<file path="config.mk">
export PLATFORM = sky130hd
export DESIGN_NAME = out_pulse_stretch_flat
export DESIGN_NICKNAME = d
export VERILOG_FILES = /design/src/rtl/out_pulse_pkg.sv /design/src/rtl/out_pulse_stretch_if.sv /design/src/rtl/cycle_timer.sv /design/src/rtl/out_pulse_stretch.sv /design/src/flat_wrapper.sv
export SDC_FILE = /design/constraint.sdc
export NUM_CORES = 1
export LEC_CHECK = 0
export CAP_MARGIN = 40
export CELL_PAD_IN_SITES_DETAIL_PLACEMENT = 1
export CELL_PAD_IN_SITES_GLOBAL_PLACEMENT = 1
export CORE_MARGIN = 4
export CORE_UTILIZATION = 37
export DETAILED_ROUTE_END_ITERATION = 10
export MAX_ROUTING_LAYER = met4
export PLACE_DENSITY_LB_ADDON = 0.1
export SLEW_MARGIN = 20
export SYNTH_ARGS = -nofsm -noshare
export SYNTH_HDL_FRONTEND = slang
export SYNTH_SLANG_ARGS = --single-unit
</file>
<file path="constraint.sdc">
create_clock -name clk -period 2.8 [get_ports clk]
set_input_delay 0.7 -clock clk [delete_from_list [all_inputs] [get_ports clk]]
set_output_delay 0.7 -clock clk [all_outputs]
set_load 0.02 [all_outputs]
</file>
<file path="src/rtl/out_pulse_pkg.sv">
// Shared types and defaults for the out_pulse_stretch output pulse stretcher.
package out_pulse_pkg;

  typedef enum logic [1:0] {
    IDLE = 2'd0,
    HIGH = 2'd1,
    GAP  = 2'd2
  } state_e;

  localparam int HIGH_CYCLES_DEF = 4;
  localparam int GAP_CYCLES_DEF  = 4;
  localparam int PEND_W_DEF      = 3;

  // Bits needed to hold max(high, gap) - 1, never less than one.
  function automatic int timer_width(input int high_cycles, input int gap_cycles);
    int m;
    m = (high_cycles > gap_cycles) ? high_cycles : gap_cycles;
    return (m <= 2) ? 1 : $clog2(m);
  endfunction

endpackage

</file>
<file path="src/rtl/out_pulse_stretch_if.sv">
// Event/status bundle between an event source and out_pulse_stretch.
interface out_pulse_stretch_if
  import out_pulse_pkg::*;
#(
  parameter int PEND_W = PEND_W_DEF
);
  logic              event_in;
  logic              clr_ovf;
  logic              out_pulse;
  logic              busy;
  logic [PEND_W-1:0] pending;
  logic              overflow;

  modport master (
    output event_in,
    output clr_ovf,
    input  out_pulse,
    input  busy,
    input  pending,
    input  overflow
  );

  modport slave (
    input  event_in,
    input  clr_ovf,
    output out_pulse,
    output busy,
    output pending,
    output overflow
  );
endinterface

</file>
<file path="src/rtl/cycle_timer.sv">
// Loadable down-counter that stops at zero; load takes priority over counting.
module cycle_timer #(
  parameter int W = 2
) (
  input  logic         clk,
  input  logic         rst_n,
  input  logic         load,
  input  logic [W-1:0] load_val,
  output logic         zero
);

  logic [W-1:0] count;

  always_ff @(posedge clk or negedge rst_n) begin
    if (!rst_n) begin
      count <= '0;
    end else if (load) begin
      count <= load_val;
    end else if (count != '0) begin
      count <= count - 1'b1;
    end
  end

  assign zero = (count == '0);

endmodule

</file>
<file path="src/rtl/out_pulse_stretch.sv">
// Stretches single-cycle event strobes into spaced external pulses, queueing
// events that arrive mid-pulse. Define PULSE_TOGGLE_EN for toggle-style output.
//
// state | meaning
// IDLE  | no pulse in progress, output at rest
// HIGH  | pulse high phase, HIGH_CYCLES long
// GAP   | enforced low gap, GAP_CYCLES long
module out_pulse_stretch
  import out_pulse_pkg::*;
#(
  parameter int HIGH_CYCLES = HIGH_CYCLES_DEF,
  parameter int GAP_CYCLES  = GAP_CYCLES_DEF,
  parameter int PEND_W      = PEND_W_DEF
) (
  input  logic               clk,
  input  logic               rst_n,
  out_pulse_stretch_if.slave bus
);

  localparam int TW = timer_width(HIGH_CYCLES, GAP_CYCLES);
  localparam logic [TW-1:0]     HIGH_LD  = TW'(HIGH_CYCLES - 1);
  localparam logic [TW-1:0]     GAP_LD   = TW'(GAP_CYCLES - 1);
  localparam logic [PEND_W-1:0] PEND_MAX = '1;

  localparam logic [1:0] S_IDLE = IDLE;
  localparam logic [1:0] S_HIGH = HIGH;
  localparam logic [1:0] S_GAP  = GAP;

  logic [1:0]        state;
  logic [1:0]        state_nxt;
  logic              tmr_load;
  logic [TW-1:0]     tmr_ld_val;
  logic              tmr_zero;
  logic [PEND_W-1:0] pending_q;
  logic              overflow_q;
  logic              out_pulse_q;
  logic              pend_nz;
  logic              pend_full;
  logic              gap_done;
  logic              start_high;
  logic              inc;
  logic              dec;
  logic              drop;

  assign pend_nz   = (pending_q != '0);
  assign pend_full = (pending_q == PEND_MAX);
  assign gap_done  = (state == S_GAP) && tmr_zero;

  // A queued event left over in IDLE (strobe on the final gap edge) launches
  // a pulse on its own, so nothing is ever stranded in the counter.
  assign start_high = ((state == S_IDLE) && (bus.event_in || pend_nz)) ||
                      (gap_done && pend_nz);
  assign dec  = pend_nz && (gap_done || (state == S_IDLE));
  assign inc  = bus.event_in && ((state != S_IDLE) || pend_nz);
  assign drop = inc && !dec && pend_full;

  always_comb begin
    state_nxt  = state;
    tmr_load   = 1'b0;
    tmr_ld_val = HIGH_LD;
    case (state)
      S_IDLE: begin
        if (start_high) begin
          state_nxt = S_HIGH;
          tmr_load  = 1'b1;
        end
      end
      S_HIGH: begin
        if (tmr_zero) begin
          state_nxt  = S_GAP;
          tmr_load   = 1'b1;
          tmr_ld_val = GAP_LD;
        end
      end
      S_GAP: begin
        if (tmr_zero) begin
          if (pend_nz) begin
            state_nxt = S_HIGH;
            tmr_load  = 1'b1;
          end else begin
            state_nxt = S_IDLE;
          end
        end
      end
      default: state_nxt = S_IDLE;
    endcase
  end

  cycle_timer #(.W(TW)) u_timer (
    .clk      (clk),
    .rst_n    (rst_n),
    .load     (tmr_load),
    .load_val (tmr_ld_val),
    .zero     (tmr_zero)
  );

  always_ff @(posedge clk or negedge rst_n) begin
    if (!rst_n) begin
      state <= S_IDLE;
    end else begin
      state <= state_nxt;
    end
  end

  always_ff @(posedge clk or negedge rst_n) begin
    if (!rst_n) begin
      out_pulse_q <= 1'b0;
    end else begin
`ifdef PULSE_TOGGLE_EN
      if (start_high) begin
        out_pulse_q <= ~out_pulse_q;
      end
`else
      out_pulse_q <= (state_nxt == S_HIGH);
`endif
    end
  end

  always_ff @(posedge clk or negedge rst_n) begin
    if (!rst_n) begin
      pending_q <= '0;
    end else begin
      case ({inc, dec})
        2'b10: if (!pend_full) pending_q <= pending_q + 1'b1;
        2'b01: pending_q <= pending_q - 1'b1;
        default: pending_q <= pending_q;
      endcase
    end
  end

  // A drop on the same edge as clr_ovf keeps the flag set.
  always_ff @(posedge clk or negedge rst_n) begin
    if (!rst_n) begin
      overflow_q <= 1'b0;
    end else if (drop) begin
      overflow_q <= 1'b1;
    end else if (bus.clr_ovf) begin
      overflow_q <= 1'b0;
    end
  end

  assign bus.out_pulse = out_pulse_q;
  assign bus.busy      = (state != S_IDLE);
  assign bus.pending   = pending_q;
  assign bus.overflow  = overflow_q;

endmodule

</file>
<file path="src/flat_wrapper.sv">
// flat-port wrapper written by rule: the top's interface ports become plain ports
module out_pulse_stretch_flat import out_pulse_pkg::*;
#(
  parameter int HIGH_CYCLES = HIGH_CYCLES_DEF,
  parameter int GAP_CYCLES  = GAP_CYCLES_DEF,
  parameter int PEND_W      = PEND_W_DEF
)
  (clk, rst_n, bus_event_in, bus_clr_ovf, bus_out_pulse, bus_busy, bus_pending, bus_overflow);
  out_pulse_stretch_if #(.PEND_W(PEND_W)) bus_i ();
  input  logic clk;
  input  logic rst_n;
  input wire logic [$bits(bus_i.event_in)-1:0] bus_event_in;
  input wire logic [$bits(bus_i.clr_ovf)-1:0] bus_clr_ovf;
  output wire logic [$bits(bus_i.out_pulse)-1:0] bus_out_pulse;
  output wire logic [$bits(bus_i.busy)-1:0] bus_busy;
  output wire logic [$bits(bus_i.pending)-1:0] bus_pending;
  output wire logic [$bits(bus_i.overflow)-1:0] bus_overflow;
  assign bus_i.event_in = bus_event_in;
  assign bus_i.clr_ovf = bus_clr_ovf;
  assign bus_out_pulse = bus_i.out_pulse;
  assign bus_busy = bus_i.busy;
  assign bus_pending = bus_i.pending;
  assign bus_overflow = bus_i.overflow;
  out_pulse_stretch #(.HIGH_CYCLES(HIGH_CYCLES), .GAP_CYCLES(GAP_CYCLES), .PEND_W(PEND_W)) u_core (.clk(clk), .rst_n(rst_n), .bus(bus_i));
endmodule
</file>
After elaboration in Yosys (flattened, before gate mapping)
Index checks and enable logic that the tools add are counted.
Widths: inputs -> output; s select.
- add/subtract/negate cells: 3
- equal/unequal tests: 7
- mux-type cells: 16
- reduce and logical (&&, ||, !) cells: 21
- operators with widths (operator ; count):
    $mux 2 ; 5
    $reduce_bool 2->1 ; 5
    $logic_and 1x1->1 ; 7
    $mux 1 ; 7
    $eq 2x1->1 const B ; 3
    $pmux 2 s3 ; 1
    $pmux 3 s2 ; 1
    $eq 2x2->1 const B ; 2
    $logic_not 2->1 ; 2
    $logic_or 1x1->1 ; 4
    $add 3x1->3 const B ; 1
    $eq 3x3->1 const B ; 1
    $mux 3 ; 1
    $pmux 1 s3 ; 1
    $reduce_bool 3->1 ; 1
    $sub 3x1->3 const B ; 1
    $ne 2x2->1 const B ; 1
    $reduce_and 2->1 ; 1
    $sub 2x1->2 const B ; 1
    $logic_not 1->1 ; 1
- bits in registers: 9
- input port bits: 4
- output and inout bits: 6
- logic and storage cells: 52

Longest topological paths before layout
Gate-level depths: netlist of the first run.
- word-level depth: 8
- depth in mapped cells: 8

Cells and area by module
A second synthesis of the first run with hierarchy kept.
- cell total of the unflattened synthesis: 53
- area total of the unflattened synthesis: 539.3 um^2
- modules (own cells, without submodules) (module ; times used ; cells each ; area each (um^2) ; sequential area each (um^2)):
    out_pulse_stretch ; 1 ; 41 ; 425.4 ; 175.2
    cycle_timer ; 1 ; 12 ; 113.9 ; 50.0

Worst setup path after synthesis of the first run
No wires, ideal clock.
- kind: input to register
- start: in bus_event_in
- end: reg u_core.pending_q[2], in the netlist u_core.bus.pending[2]
- setup time: 0.080 ns
- arrival: 1.905 ns
- setup slack: 0.815 ns
- stages on the path: 6
- path buffers: 1
- cells stage by stage: clkbuf_1 nor2_1 nand3_1 fa_1 mux2_2 mux2i_1
- longest elaborated chain between the ends: 4
- ends and longest elaborated chain (item ; RTL line ; source):
    from (decl) ; flat_wrapper.sv:12 ; input wire logic [$bits(bus_i.event_in)-1:0] bus_event_in;
    $logic_and 1x1->1 (*) ; out_pulse_stretch.sv:54 ; assign inc = bus.event_in && ((state != S_IDLE) || pend_nz);
    $eq 2x2->1 / $eq 2x1->1 (equally long branches) ; out_pulse_stretch.sv:123 ; case ({inc, dec})
    $ne 2x2->1 (no source line) / $reduce_bool 2->1 (equally long branches) ; - ;
    $reduce_and 2->1 (no source line) ; - ;
    to (signal assigned) ; out_pulse_stretch.sv:124 ; 2'b10: if (!pend_full) pending_q <= pending_q + 1'b1;
    to (signal assigned) ; out_pulse_stretch.sv:125 ; 2'b01: pending_q <= pending_q - 1'b1;
    to (signal assigned) ; out_pulse_stretch.sv:126 ; default: pending_q <= pending_q;
    to (decl) ; out_pulse_stretch.sv:34 ; logic [PEND_W-1:0] pending_q;
Mark *: on every way between the ends. The rest lies on a longest branch, timed or not.
A chain may end at the register's enable or synchronous reset.

Final worst setup path of the first run
- start: reg u_core.state[0]
- end: out bus_busy
- longest elaborated chain between the ends: 1
- ends and longest elaborated chain (item ; RTL line ; source):
    from (decl) ; out_pulse_stretch.sv:29 ; logic [1:0] state;
    from (signal assigned) ; out_pulse_stretch.sv:101 ; state <= state_nxt;
    $reduce_bool 2->1 ; out_pulse_stretch.sv:143 ; assign bus.busy = (state != S_IDLE);
    to (decl) ; flat_wrapper.sv:15 ; output wire logic [$bits(bus_i.busy)-1:0] bus_busy;
No other way between the ends.

==> results of run 1 <==
-- per-stage QoR --
step           hold slack [ps]  setup slack [ps]
2_1_floorplan            404.4             814.9
3_3_place_gp             488.4             506.3
3_5_place_dp             493.8             444.4
4_1_cts                  507.7             452.9
5_1_grt                  521.8             403.1
6_report                 498.9             478.9
-- worst min-delay path by stage --
stage / from / endpoint / slack [ps] / depth (start not counted)
finish: u_core.bus.overflow$_DFFE_PN0P_ / u_core.bus.overflow$_DFFE_PN0P_ / 500 / 1
global route: u_core.bus.overflow$_DFFE_PN0P_ / u_core.bus.overflow$_DFFE_PN0P_ / 520 / 1
CTS: u_core.bus.overflow$_DFFE_PN0P_ / u_core.bus.overflow$_DFFE_PN0P_ / 510 / 1
detailed placement: u_core.bus.overflow$_DFFE_PN0P_ / u_core.bus.overflow$_DFFE_PN0P_ / 490 / 1
global placement: u_core.bus.overflow$_DFFE_PN0P_ / u_core.bus.overflow$_DFFE_PN0P_ / 490 / 1
floorplan: rst_n / u_core.bus.out_pulse$_DFF_PN0_ / 400 / 0
-- where the power goes --
group	switching [mW]	total, mW	internal (mW)
Combinational	0.237	0.456	0.219
Sequential	0.0911	0.280	0.189
Clock	0.0487	0.102	0.0528
-- sequential cells by signal, indices dropped and copies added, names as in the netlist --
name / flops
u_core.bus.pending: 3
u_core.state: 2
u_core.u_timer.count: 2
u_core.bus.out_pulse: 1
u_core.bus.overflow: 1
-- final cells by class --
class | instances | area, µm²
fillers | 173 | 800.8
flip-flops and latches | 9 | 225.2
multi-input cells | 46 | 305.3
clock inverters | 1 | 5.005
inverters | 6 | 22.52
well taps | 16 | 20.02
repair buffers | 11 | 105.1
clock buffers | 3 | 22.52
-- cells by family (layout without fill, tap and decap cells) --
kind of cell | after synthesis | in the layout | share of synthesized area (%)
buffers and inverters | 12 | 21 | 9.206
adders and majority gates | 2 | 2 | 5.567
AOI/OAI and AO/OA | 20 | 20 | 22.06
muxes | 4 | 4 | 7.280
DFF | 9 | 9 | 38.54
and+or+nand+nor | 20 | 20 | 17.35
-- cells in the final DEF (no fill, tap or decap), types with 2 or more instances in the layout --
master           instances
clkdlybuf4s50_1          9
dfrtp_1                  9
a21oi_1                  7
inv_1                    6
nand2_1                  5
o21ai_0                  5
nor2_1                   4
clkbuf_4                 3
nand2b_1                 2
o31ai_1                  2
nand3_1                  2
nor2b_1                  2
mux2_2                   2
mux2i_1                  2
buf_4                    2
-- worst register-to-register path: stages, from the launching register on --
cell and delay, ps:
dfrtp_1 390, inv_1 60, ha_1 160, nand2b_1 230, nand3_1 180, fa_1 440
mux2_2 290, mux2i_1 120
-- Yosys cell counts, types with 2 or more instances --
master / count / area share, %
nor2b_1: 2 / 2.1
o21ai_0: 5 / 4.3
nand3_1: 2 / 1.7
nand2b_1: 2 / 2.1
o31ai_1: 2 / 2.6
mux2i_1: 2 / 3.4
clkbuf_1: 4 / 2.6
mux2_2: 2 / 3.9
a21oi_1: 7 / 6.0
nor2_1: 4 / 2.6
nand2_1: 5 / 3.2
inv_1: 6 / 3.9
dfrtp_1: 9 / 39
-- metal layers --
| metal | part of all wire (%) | up-vias |
|---|---|---|
| li1 | - | 254 |
| met1 | 45 | 247 |
| met2 | 49 | 10 |
| met3 | 5.6 | 2 |
| met4 | 0.29 | 0 |
| met5 | 0 | - |
==> impl_metrics.json, run 1 <==
{
  "run_status": "completed",
  "grt_max_degree": 13,
  "die_area_um2": 2279,
  "drtIter0Drc": 2,
  "period_minus_slack_ps": 2321,
  "use_met3_pct": 6.767,
  "r2r_cells": 7,
  "start_kind": "flop",
  "r2r-start": "u_core.u_timer.count[0]$_DFFE_PN0P_",
  "clock_latency_ps": 260,
  "yosysSeqAreaShare_pct": 38.54,
  "cts-root-buf": "clkbuf_4",
  "syn_area_um2": 584.3,
  "core_area_um2": 1506,
  "cp_data_arrival_time_ps": 1620,
  "final_util_pct": 46.84,
  "use_met1_pct": 17.54,
  "cts_buffers": 3,
  "io_buffers": 9,
  "place_area_um2": 678.2,
  "worstPathCellList": "or2_2 -> clkdlybuf4s50_1",
  "track_usage_pct": 15.83,
  "ir_worst_vdd_mv": 0.4338,
  "power.total_uw": 837.5,
  "cts_resized": 0,
  "critPathMaxStageDelay_ps": 540,
  "power_density_nw_per_um2": 1187,
  "grt_pass1_vias": 565,
  "critPathRequiredTime_ps": 2100,
  "routed_wl_um": 1356,
  "cp-end-kind": "output pin",
  "cp-endpoint": "bus_busy",
  "antenna_cells": 0,
  "r2r_setup_slack_ps": 870,
  "finClkSkew_ps": 4.457,
  "holdCritPathClass": "flop to flop",
  "yosysWarnings": 0,
  "vias_per_cell": 5.576,
  "ys_async_sr_fraction_pct": 100.0,
  "pin_count": 10,
  "dr.pass1.iters": 3,
  "hold_viol": 0,
  "ant_nets": 0,
  "grt_pass1_wl_um": 2421,
  "crit_slowest_cell": "clkdlybuf4s50_1",
  "dp.cells": 88,
  "die_h_um": 47.74,
  "via_count": 513,
  "path_max_fanout": 12,
  "worst_slew_pin_slew_ps": 428.1,
  "synthCells": 67,
  "area_growth_pct": 20.77,
  "holdBufCountCts": 0,
  "fin_crit_sh_pct": 82.90,
  "synth-main-ff-cell": "dfrtp_1",
  "synth.distinct_cells": 28,
  "final_nets": 83,
  "drc": 0,
  "yosys_register_bits": 9,
  "wire_per_inst_um": 14.74,
  "antenna_found_initial": 0,
  "cts_buffer_depth": 2,
  "fp-row-count": 14,
  "cap_violations": 0,
  "path_clk_slew_ps": 70,
  "cp-startpoint": "u_core.state[0]$_DFF_PN0_",
  "start_util_pct": 38.79,
  "setup_viol": 0,
  "htreeDepth": 1,
  "place_hpwl_um": 1052,
  "met2_usage_pct": 26.39,
  "reg2reg_to": "u_core.bus.pending[2]$_DFFE_PN0P_",
  "cp_top_family": "buffers and inverters",
  "maxSlewHeadroom_pct": 71.37,
  "cp_num_buf_inv": 1,
  "syn_avg_cell_area_um2": 8.721,
  "cts_tree": "yes",
  "design_area_um2": 705.7,
  "overflow": 0,
  "path_depth": 2,
  "synth_nets": 73,
  "fin_tns_setup_ps": 0,
  "busiest_layer": "met2",
  "synth_edf_count": 0,
  "post_cts_buffers": 0,
  "cts.sinks": 9,
  "gp_congestion": 0.7142,
  "crit_type": "flop to output pin",
  "clock.fmax_ghz": 0.4308,
  "fin_cells": 92,
  "maxSlewViolCount": 0,
  "rsz0062_at_grt": "false",
  "power_leakage_nw": 0.3062,
  "layout-drive-gt1-share_pct": 14.47,
  "dieWidth_um": 47.74
}
No activity file was read; power rests on OpenSTA's default activity.
==> inputs of run 2 (changes only) <==
Clock period 2.8 ns to 2.4 ns, I/O delays scaled along.
==> impl_metrics.json, run 2 (synthesis results as in run 1) <==
{
  "run_status": "completed",
  "crit_type": "flop to output pin",
  "maxSlewViolCount": 0,
  "mostFrequentLayoutCells": "clkdlybuf4s50_1 (9), dfrtp_1 (9), a21oi_1 (7)",
  "power_density_nw_per_um2": 1396,
  "path_max_fanout": 10,
  "hold_viol": 0,
  "grt_max_degree": 12,
  "hp-start": "u_core.bus.overflow$_DFFE_PN0P_",
  "fin_cells": 93,
  "dr.pass1.iters": 4,
  "drc": 0,
  "cp-end-kind": "output pin",
  "largest_reg_flops": 3,
  "rsz0062_at_grt": "false",
  "critPathRequiredTime_ps": 1800,
  "nFillCells": 182,
  "gp_congestion": 0.7152,
  "cts_buffers": 3,
  "grt_pass1_vias": 541,
  "antenna_found_initial": 0,
  "area_growth_pct": 22.06,
  "track_usage_pct": 16.78,
  "ir_worst_vdd_mv": 0.5861,
  "cap_violations": 0,
  "crit_slowest_cell": "clkdlybuf4s50_1",
  "wire_per_inst_um": 15.42,
  "htreeDepth": 1,
  "holdBufCountCts": 0,
  "final_nets": 84,
  "holdCritPathClass": "flop to flop",
  "dp.cells": 89,
  "dp_slack_ps": 146.6,
  "overflow": 0,
  "drtIter0Drc": 8,
  "start_kind": "flop",
  "period_minus_slack_ps": 2217,
  "die_area_um2": 2279,
  "r2r-start": "u_core.bus.pending[1]$_DFFE_PN0P_",
  "cp_data_arrival_time_ps": 1620,
  "setup_ws_ps": 183.2,
  "maxSlewHeadroom_pct": 71.19,
  "cp-startpoint": "u_core.state[1]$_DFF_PN0_",
  "grt_pass1_wl_um": 2470,
  "core_area_um2": 1506,
  "clock.fmax_ghz": 0.4511,
  "cts-root-buf": "clkbuf_4",
  "via_count": 520,
  "pin_count": 10,
  "critPathMaxStageDelay_ps": 540,
  "post_cts_buffers": 0,
  "cts_resized": 0,
  "finClkSkew_ps": 3.554,
  "fp-row-count": 14,
  "vias_per_cell": 5.591,
  "path_clk_slew_ps": 60,
  "fin_tns_setup_ps": 0,
  "cts_buffer_depth": 2,
  "worst_slew_pin_slew_ps": 430.8,
  "routed_wl_um": 1434,
  "worstPathCellList": "or2_2 -> clkdlybuf4s50_1",
  "power_leakage_nw": 0.3107,
  "clock_latency_ps": 270,
  "fin_crit_sh_pct": 92.37,
  "dieWidth_um": 47.74,
  "die_h_um": 47.74,
  "ant_nets": 0,
  "io_buffers": 9,
  "start_util_pct": 38.79,
  "cts_tree": "yes",
  "cts.sinks": 9,
  "layout-drive-gt1-share_pct": 15.58,
  "antenna_cells": 0,
  "place_hpwl_um": 1040,
  "setup_viol": 0
}
-- run 2: report_power, final --
part,total [mW],internal [mW],switching [mW]
combinational,0.561,0.263,0.298
clock,0.119,0.0617,0.0573
sequential,0.316,0.221,0.0949
-- run 2: area by class of cell --
class,count,area [µm²],share of cell area (%)
clock buffers,3,22.52,3.158
well taps,16,20.02,2.807
repair buffers,12,112.6,15.79
clock inverters,1,5.005,0.7018
multi-input cells,46,305.3,42.81
flip-flops and latches,9,225.2,31.58
inverters,6,22.52,3.158
-- run 2: critical path: cells and delay by family (launching register included) --
kind,cells,cell delay (ps)
buf+inv,1,540
flops,1,480
simple gates,1,330
-- run 2: path summary, 6_finish.rpt --
path | endpoint | slack [ps] | depth (start not counted)
max | bus_busy | 180 | 2
min | u_core.bus.overflow$_DFFE_PN0P_ | 500 | 1
max reg2reg | u_core.bus.pending[2]$_DFFE_PN0P_ | 440 | 5
min reg2reg | u_core.bus.overflow$_DFFE_PN0P_ | 500 | 1
max in group asynchronous | u_core.bus.pending[0]$_DFFE_PN0P_ | 1460 | 1
min in group asynchronous | u_core.u_timer.count[0]$_DFFE_PN0P_ | 640 | 1
-- run 2: per-stage QoR --
stage          cell area [µm²]  util (%)  total power [mW]  hold slack, ps
3_3_place_gp             685.7     45.52            0.8634           489.2
6_report                 713.2     47.34            0.9957           502.1
2_1_floorplan            584.3         -            0.7008           304.4
3_5_place_dp             685.7     45.52            0.8767           494.7
5_1_grt                  713.2     47.34             1.096           521.5
4_1_cts                  713.2     47.34             1.007           509.0
-- run 2: per-layer routing --
metal	up-vias	routed length, µm	GRT usage, %
met4	0	19	6.452
met5	-	0	-
met3	4	90	6.767
met2	12	657	25.33
met1	249	667	19.86
li1	255	-	-
